### src/rtl/sprite_row_streamer.sv
// Writable WIDTH x DEPTH sprite mask that streams a wrapping row range over valid/ready.
// Optional horizontal mirror: define SPRITE_HMIRROR_EN.
module sprite_row_streamer #(
    parameter int WIDTH = 51,
    parameter int DEPTH = 60,
    parameter int AW    = 6
) (
    input  logic             clk,
    input  logic             rst_n,
    input  logic             wr_en,
    input  logic [AW-1:0]    wr_addr,
    input  logic [WIDTH-1:0] wr_data,
    input  logic             start,
    input  logic [AW-1:0]    first_row,
    input  logic [AW:0]      row_count,
    input  logic             flip_v,
    input  logic             mirror_h,
    output logic             busy,
    output logic             reject,
    output logic             done,
    output logic             out_valid,
    input  logic             out_ready,
    output logic [WIDTH-1:0] out_data,
    output logic [AW-1:0]    out_row,
    output logic             out_last
);

    typedef enum logic [1:0] {IDLE, RUN, DRAIN} state_t;

    state_t           state_q, state_d;
    logic [AW-1:0]    addr_q, addr_d;
    logic [AW:0]      remain_q, remain_d;
    logic             flip_q, flip_d;
    logic             busy_q, busy_d;
    logic             reject_q, reject_d;
    logic             done_q, done_d;
    logic             rd_valid_q, rd_valid_d;
    logic [AW-1:0]    rd_row_q, rd_row_d;
    logic             rd_last_q, rd_last_d;
    logic             b0_valid_q, b0_valid_d, b1_valid_q, b1_valid_d;
    logic [WIDTH-1:0] b0_data_q, b0_data_d, b1_data_q, b1_data_d;
    logic [AW-1:0]    b0_row_q, b0_row_d, b1_row_q, b1_row_d;
    logic             b0_last_q, b0_last_d, b1_last_q, b1_last_d;

    logic [WIDTH-1:0] mem [DEPTH];
    logic [WIDTH-1:0] rd_data_q;
    logic             rd_en;
    logic [AW-1:0]    rd_addr;
    logic [WIDTH-1:0] push_data;
    logic             pop;
    logic [2:0]       occ_after;
    logic             space;
    logic [AW+1:0]    end_sum;
    logic [AW-1:0]    end_addr;
    logic             illegal;

    // NOTE: the mask RAM has no reset so it maps onto block RAM; rst_n leaves contents intact.
    always_ff @(posedge clk) begin
        if (wr_en && ({1'b0, wr_addr} < (AW+1)'(DEPTH)))
            mem[wr_addr] <= wr_data;
        if (rd_en)
            rd_data_q <= mem[rd_addr];
    end

`ifdef SPRITE_HMIRROR_EN
    logic mirror_q, mirror_d;

    function automatic logic [WIDTH-1:0] bit_rev(input logic [WIDTH-1:0] v);
        logic [WIDTH-1:0] r;
        for (int i = 0; i < WIDTH; i++) r[i] = v[WIDTH-1-i];
        return r;
    endfunction

    always_comb push_data = mirror_q ? bit_rev(rd_data_q) : rd_data_q;

    always_comb begin
        mirror_d = mirror_q;
        if (state_q == IDLE && start && !illegal && row_count != '0)
            mirror_d = mirror_h;
    end

    always_ff @(posedge clk or negedge rst_n) begin
        if (!rst_n) mirror_q <= 1'b0;
        else        mirror_q <= mirror_d;
    end
`else
    logic unused_mirror_h;
    assign unused_mirror_h = mirror_h;
    assign push_data       = rd_data_q;
`endif

    // Reads are throttled so an in-flight read always has a buffer slot when it lands.
    assign pop       = b0_valid_q & out_ready;
    assign occ_after = 3'(b0_valid_q) + 3'(b1_valid_q) + 3'(rd_valid_q) - 3'(pop);
    assign space     = occ_after < 3'd2;

    assign illegal  = ({1'b0, first_row} >= (AW+1)'(DEPTH)) || (row_count > (AW+1)'(DEPTH));
    assign end_sum  = (AW+2)'(first_row) + (AW+2)'(row_count) - (AW+2)'(1);
    assign end_addr = (end_sum >= (AW+2)'(DEPTH)) ? AW'(end_sum - (AW+2)'(DEPTH)) : AW'(end_sum);

    always_comb begin
        // NOTE: every comb output gets a default first so no path infers a latch.
        b0_valid_d = b0_valid_q;  b0_data_d = b0_data_q;  b0_row_d = b0_row_q;  b0_last_d = b0_last_q;
        b1_valid_d = b1_valid_q;  b1_data_d = b1_data_q;  b1_row_d = b1_row_q;  b1_last_d = b1_last_q;
        if (pop) begin
            b0_valid_d = b1_valid_q;  b0_data_d = b1_data_q;  b0_row_d = b1_row_q;  b0_last_d = b1_last_q;
            b1_valid_d = 1'b0;
        end
        if (rd_valid_q) begin
            if (!b0_valid_d) begin
                b0_valid_d = 1'b1;  b0_data_d = push_data;  b0_row_d = rd_row_q;  b0_last_d = rd_last_q;
            end else begin
                b1_valid_d = 1'b1;  b1_data_d = push_data;  b1_row_d = rd_row_q;  b1_last_d = rd_last_q;
            end
        end
    end

    always_comb begin
        state_d    = state_q;
        addr_d     = addr_q;
        remain_d   = remain_q;
        flip_d     = flip_q;
        busy_d     = busy_q;
        reject_d   = 1'b0;
        done_d     = 1'b0;
        rd_en      = 1'b0;
        rd_addr    = addr_q;
        rd_valid_d = 1'b0;
        rd_row_d   = rd_row_q;
        rd_last_d  = rd_last_q;
        case (state_q)
            IDLE: begin
                if (start) begin
                    if (illegal) begin
                        reject_d = 1'b1;
                    end else if (row_count == '0) begin
                        done_d = 1'b1;
                    end else begin
                        state_d  = RUN;
                        busy_d   = 1'b1;
                        remain_d = row_count;
                        flip_d   = flip_v;
                        addr_d   = flip_v ? end_addr : first_row;
                    end
                end
            end
            RUN: begin
                if (space) begin
                    rd_en      = 1'b1;
                    rd_valid_d = 1'b1;
                    rd_row_d   = addr_q;
                    rd_last_d  = (remain_q == (AW+1)'(1));
                    remain_d   = remain_q - (AW+1)'(1);
                    if (flip_q) addr_d = (addr_q == '0) ? AW'(DEPTH-1) : addr_q - AW'(1);
                    else        addr_d = (addr_q == AW'(DEPTH-1)) ? '0 : addr_q + AW'(1);
                    if (remain_q == (AW+1)'(1)) state_d = DRAIN;
                end
            end
            DRAIN: begin
                if (pop && b0_last_q) begin
                    state_d = IDLE;
                    busy_d  = 1'b0;
                    done_d  = 1'b1;
                end
            end
            default: state_d = IDLE;
        endcase
    end

    // NOTE: sequential state uses non-blocking assignments only.
    always_ff @(posedge clk or negedge rst_n) begin
        if (!rst_n) begin
            state_q    <= IDLE;
            addr_q     <= '0;
            remain_q   <= '0;
            flip_q     <= 1'b0;
            busy_q     <= 1'b0;
            reject_q   <= 1'b0;
            done_q     <= 1'b0;
            rd_valid_q <= 1'b0;
            rd_row_q   <= '0;
            rd_last_q  <= 1'b0;
            b0_valid_q <= 1'b0;  b0_data_q <= '0;  b0_row_q <= '0;  b0_last_q <= 1'b0;
            b1_valid_q <= 1'b0;  b1_data_q <= '0;  b1_row_q <= '0;  b1_last_q <= 1'b0;
        end else begin
            state_q    <= state_d;
            addr_q     <= addr_d;
            remain_q   <= remain_d;
            flip_q     <= flip_d;
            busy_q     <= busy_d;
            reject_q   <= reject_d;
            done_q     <= done_d;
            rd_valid_q <= rd_valid_d;
            rd_row_q   <= rd_row_d;
            rd_last_q  <= rd_last_d;
            b0_valid_q <= b0_valid_d;  b0_data_q <= b0_data_d;  b0_row_q <= b0_row_d;  b0_last_q <= b0_last_d;
            b1_valid_q <= b1_valid_d;  b1_data_q <= b1_data_d;  b1_row_q <= b1_row_d;  b1_last_q <= b1_last_d;
        end
    end

    assign busy      = busy_q;
    assign reject    = reject_q;
    assign done      = done_q;
    assign out_valid = b0_valid_q;
    assign out_data  = b0_data_q;
    assign out_row   = b0_row_q;
    assign out_last  = b0_last_q;

endmodule

### config.mk
export PLATFORM = sky130hd
export DESIGN_NAME = sprite_row_streamer
export DESIGN_NICKNAME = d
export VERILOG_FILES = /design/src/rtl/sprite_row_streamer.sv
export SDC_FILE = /design/constraint.sdc
export NUM_CORES = 2
export LEC_CHECK = 0
export CAP_MARGIN = 20
export CORE_ASPECT_RATIO = 0.9
export CORE_MARGIN = 3
export CORE_UTILIZATION = 50
export DETAILED_ROUTE_END_ITERATION = 16
export GPL_TIMING_DRIVEN = 0
export PLACE_DENSITY_LB_ADDON = 0.05
export SLEW_MARGIN = 15
export SYNTH_ARGS = -nofsm -noshare
export SYNTH_HDL_FRONTEND = slang
export SYNTH_SLANG_ARGS = --single-unit
export TNS_END_PERCENT = 50
### constraint.sdc
create_clock -name clk -period 12.1 [get_ports clk]
set_input_delay 1.21 -clock clk [delete_from_list [all_inputs] [get_ports clk]]
set_output_delay 1.21 -clock clk [all_outputs]
set_load 0.01 [all_outputs]
Yosys cells after proc, flatten, opt, wreduce, memory -nomap -nowiden
Memories as Yosys holds them, arrays and structs flattened. A register that Yosys moved wholly into a read port is not among the register bits.
Index checks and enable logic that the tools add are counted.
{"block": "classes", "n_eq_ne": 10, "n_bitwise": 3, "n_addsub": 9, "n_reduce_logical": 14, "order_cmp": 5, "mux": 53}
{"op": "$mux 51", "n": 3}
{"op": "$mux 6", "n": 12}
{"op": "$mux 7", "n": 4}
{"op": "$mux 1", "n": 23}
{"op": "$pmux 7 s2", "n": 1}
{"op": "$mux 2", "n": 6}
{"op": "$ne 2x2->1 const B", "n": 6}
{"op": "$pmux 6 s2", "n": 1}
{"op": "$reduce_and 5->1", "n": 2}
{"op": "$add 6x7->8", "n": 1}
{"op": "$ge 8x6->1 const B", "n": 1}
{"op": "$sub 8x1->8 const B", "n": 1}
{"op": "$eq 7x1->1 const B", "n": 1}
{"op": "$gt 7x6->1 const B", "n": 1}
{"op": "$logic_not 7->1", "n": 1}
{"op": "$sub 7x1->7 const B", "n": 1}
{"op": "$add 6x1->6 const B", "n": 1}
{"op": "$eq 6x6->1 const B", "n": 1}
{"op": "$ge 6x6->1 const B", "n": 1}
{"op": "$logic_not 6->1", "n": 1}
{"op": "$lt 6x6->1 const B", "n": 1}
{"op": "$pmux 2 s3", "n": 1}
{"op": "$reduce_and 6->1", "n": 1}
{"op": "$sub 6x1->6 const B", "n": 1}
{"op": "other kinds (16)", "n": 21}
{"block": "totals", "regBits": 145, "n_memories": 1, "elab_cells": 113, "inputBits": 77, "mem_bits_rw": 3060, "out_inout_bits": 62}
{"name": "mem", "depth": 60, "word_bits": 51, "rd": 1, "rd_ports_with_merged_regs": 1, "wr": 1, "line": "45", "rtl": "logic [WIDTH-1:0] mem [DEPTH];"}

Depth between registers and ports, before layout
{"block": "depth", "ltp_word": 9, "mapped_depth": 13, "depth_no_buf": 11}

Worst setup path before layout
No wires, ideal clock.
{"block": "synth_path", "path_type": "in2reg", "from": "input out_ready", "to": "register addr_q[4]", "arrival_time_ns": 6.061, "n_path_buf": 3, "setup_time_ns": 0.068, "path_slack_ns": 5.971, "path_stages": 13, "required_ns": 12.032, "path_cell_list": "and2_1 clkbuf_1 buf_1 ha_1 inv_1 ha_1 a21oi_1 xnor2_1 nor2_1 nor2b_1 clkbuf_1 a311oi_1 a32o_1"}
{"block": "synth_between", "elab_chain_len": 5}
{"item": "start: declaration", "line": "22", "rtl": "input logic out_ready,"}
{"item": "$and 1x1->1", "line": "93", "rtl": "assign pop = b0_valid_q & out_ready;"}
{"item": "$sub 3x1->3", "line": "94", "rtl": "assign occ_after = 3'(b0_valid_q) + 3'(b1_valid_q) + 3'(rd_valid_q) - 3'(pop);"}
{"item": "$lt 3x2->1", "line": "95", "rtl": "assign space = occ_after < 3'd2;"}
{"item": "$ne 2x2->1 (no line)"}
{"item": "$reduce_and 5->1 (no line)"}
{"item": "end signal: assignment", "line": "187", "rtl": "addr_q <= addr_d;"}
{"item": "end: declaration", "line": "31", "rtl": "logic [AW-1:0] addr_q, addr_d;"}
Every way passes these cells.
A chain may end at the register's enable or synchronous reset.

Worst setup path after layout
{"block": "layout_path", "from": "register addr_q[1]", "to": "register addr_q[4]"}
{"block": "layout_between", "elab_chain_len": 5, "elab_cells_between_ends": 9, "classes_between": "add/sub (2); eq/ne (1); mux (5); reduce/logical (1)"}
{"item": "$add 6x1->6, or another cell as far along", "line": "155", "rtl": "else addr_d = (addr_q == AW'(DEPTH-1)) ? '0 : addr_q + AW'(1);"}
{"item": "$mux 6 (on tied branches)", "line": "155, 154"}
{"item": "$mux 6 (*)", "line": "154", "rtl": "if (flip_q) addr_d = (addr_q == '0) ? AW'(DEPTH-1) : addr_q - AW'(1);"}
{"item": "$mux 6 (*)", "line": "148", "rtl": "if (space) begin"}
{"item": "$pmux 6 s2 (*)", "line": "131", "rtl": "case (state_q)"}
Every way passes the cells marked *; elsewhere a longest branch is shown, timed or not. The select of a mux whose other input is x is not followed.

==> impl_metrics.ini <==
[outcome]
outcome = finished, final reports clean

[worst_setup_path]
rr_startpoint = addr_q[1]$_DFFE_PN0P_
critPathTopFamily = buffers and inverters
reg2regPathDepth = 13
cp_slowest_cell = buf_2
start_kind = register
critical_path_depth = 13
path_max_fanout = 10
crit_arrival_ps = 5540
startpoint = addr_q[1]$_DFFE_PN0P_
path_buf_inv = 6
crit_end = addr_q[4]$_DFFE_PN0P_
cp-end-kind = register
rr_endpoint = addr_q[4]$_DFFE_PN0P_
cpMostUsedCell = buf_2
critPathRequiredTime_ps = 12860
cp_slowest_stage_delay_ps = 700
worstSetupPathType = reg -> reg
crit_chain = buf_2 > buf_2 > buf_2 > buf_2 > buf_1 > inv_1 > ha_1 > nor3b_1 > xnor2_1 > a21oi_1 > nor2_1 > a311oi_1 > a32o_1
r2r_setup_slack_ps = 7330

[timing]
maxSlewViolCount = 0
relSlewSlack_pct = 21.75
rsz0062_at_grt = no
max_freq_mhz = 209.5
finalCritPeriodShare_pct = 39.45
tns_ps = 0
setup_viol = 0
hold_violations = 0
fin_crit_ps = 4774
worst_pin_slew_ps = 1174
finalClockSkew_ps = 53.58

[detailed_routing]
route.met3.wl_mm = 29.72
drt-pass1-iter-count = 6
drt-total-wl_mm = 352.2
top_layer_used = met5
met1_length_mm = 148.5
wl_per_cell_um = 36.48
ant_nets = 0
drt_drc_violations_left = 0
via_per_inst = 6.368
drtIter0Drc = 8176
wl_met2_mm = 162.5
via_count = 61471

[synthesis]
postSynth.asyncResetShare_pct = 4.453
synth_seq_cells = 3256
mappedNetlistNets = 5426
ys_types = 60
yosysTopAreaCellShare_pct = 74.95
avgSynthCellArea_sq_um = 23.39
synth_most_common_cell = edfxtp_1
synth_commonest_cells = 3111 x edfxtp_1, 918 x mux4_2, 151 x clkbuf_1, 145 x dfrtp_1, 135 x nor2_1
synth_top_area_cell = edfxtp_1
ys_warn_count = 0
yosysSeqAreaShare_pct = 77.86
synth_edf_count = 3111
synth_cells = 5328
synth_area_leaders = edfxtp_1 75%, mux4_2 17%, dfrtp_1 2.9%
syn_area_sq_um = 124600
ys.flop_type = edfxtp_1

[finish]
syn_to_final_growth_pct = 17.30
nets = 6155
instances_no_fill = 9653
drive_gt1_share_pct = 30.70

[clocking]
cts_resized = 0
htree_levels = 5
clkTransAtPathRegs_ps = 60
cts-buffers-inserted = 334
clock-sinks = 3256
clk_root_buffer_cell = clkbuf_16
cts_setup_buffers = 0
clock_latency_ps = 890
hold_buffers = 0
cts_tree = done
ctsLongestPathBuffers = 4

[floorplanning]
rows = 173
start_util_pct = 50.38
fp.dieH_um = 479.7
dieArea_sq_um = 255300
ios = 139
core_area_sq_um = 247400
chipWidth_um = 532.3

[place]
io_buffers = 134
dp_cells = 9042
place_hpwl_mm = 240.9
routabilityCongestion = 0.7904

[flow_run]
cap_viol_max_count = 0

[global_route]
track_usage_pct = 27.75
antenna_found_initial = 18
grt_max_degree = 81
grt_pass1_vias = 61528
grt-ovfl-total = 0
grt_pass1_wl_mm = 491.0

[min_path]
worst_hold_path_type = in -> async

[power]
powerDensity_nw_per_um2 = 226.9
power.static_leakage_uw = 0.04649
peakVddDrop_v = 0.0001511
-- routing by layer --
metal / track usage (%) / vias to the layer above
met5: 0 / -
met4: 8.182 / 2
met3: 5.183 / 513
met2: 42.15 / 2887
met1: 41.65 / 33854
li1: - / 24215
-- cell families after synthesis --
group / synth area share [%]
muxes: 18.07
AOI/OAI and AO/OA: 1.480
adders and majority gates: 0.2168
DFF: 77.86
buffers and inverters: 1.199
and+or+nand+nor: 1.132
xor gates and xnor gates: 0.03514
-- report_power, final --
group	total, uW	internal, uW	switching [uW]
registers	13200	12900	267
logic	10000	4270	5740
clock network	10000	5770	4240
total	33200	22900	10200
-- how the worst min path moves through the flow --
stage | slack, ps | depth (start not counted) | from | endpoint
6_report | 290 | 1 | rst_n | out_data[50]$_DFF_PN0_
3_3_place_gp | 460 | 2 | push_data[42]$_DFFE_PP_ | out_data[42]$_DFF_PN0_
5_1_grt | 300 | 1 | rst_n | out_data[50]$_DFF_PN0_
4_1_cts | 270 | 1 | rst_n | rd_valid_q$_DFF_PN0_
3_5_place_dp | 460 | 2 | rd_valid_q$_DFF_PN0_ | out_valid$_DFF_PN0_
2_1_floorplan | 440 | 2 | rd_valid_q$_DFF_PN0_ | out_valid$_DFF_PN0_
-- placed cells by master (no fill, tap or decap), types with 6 or more instances in the layout --
cell type	count
clkbuf_16	342
buf_16	39
edfxtp_1	3111
bufinv_16	25
dfrtp_1	145
o21ai_0	82
clkbuf_8	6
ha_1	20
buf_1	32
buf_12	202
nand2_1	133
nor2b_1	11
buf_8	6
a22oi_1	52
nor3_1	6
mux2i_1	113
nor3b_1	7
mux4_2	918
a21oi_1	65
buf_4	31
o211ai_1	57
diode_2	12
buf_2	117
a211oi_1	8
clkbuf_1	223
nor2_1	73
inv_1	37
nor2_4	62
nand3_1	10
clkinv_1	52
inv_6	8
clkdlybuf4s50_1	82
clkbuf_2	23
clkinv_2	57
mux2_2	64
buf_6	23
-- sequential cells by signal (all words and copies together) (netlist names), 2 cells and up --
register	count
mem	3060
push_data	51
remain_q	7
addr_q	6
b1_row_q	6
rd_row_q	6
out_data	51
state_q	2
b1_data_q	51
out_row	6
-- stage by stage --
step                utilization [%]  hold WS [ps]  power (uW)  worst slack (ps)  cell area, sq um
floorplan                         -         442.0       19220              5971            124600
global placement              52.60         459.0       23210              1216            130100
detailed placement            54.84         462.7       23490              6672            135700
CTS                           59.06         272.9       33450              7336            146100
global route                  59.09         297.5       34310              7064            146200
finish                        59.09         289.4       33170              7326            146200
-- area by class of cell --
| type | instances | area [sq um] |
|---|---|---|
| Fill cell | 17709 | 101200 |
| Timing Repair Buffer | 393 | 6430 |
| Tap cell | 3325 | 4160 |
| Antenna cell | 12 | 30.03 |
| Clock inverter | 152 | 1446 |
| Clock buffer | 443 | 8997 |
| Multi-Input combinational cell | 1745 | 26560 |
| Sequential cell | 3256 | 97050 |
| Inverter | 37 | 138.9 |
| Buffer | 290 | 1391 |
Note: power is estimated with default switching activity, not from simulation.
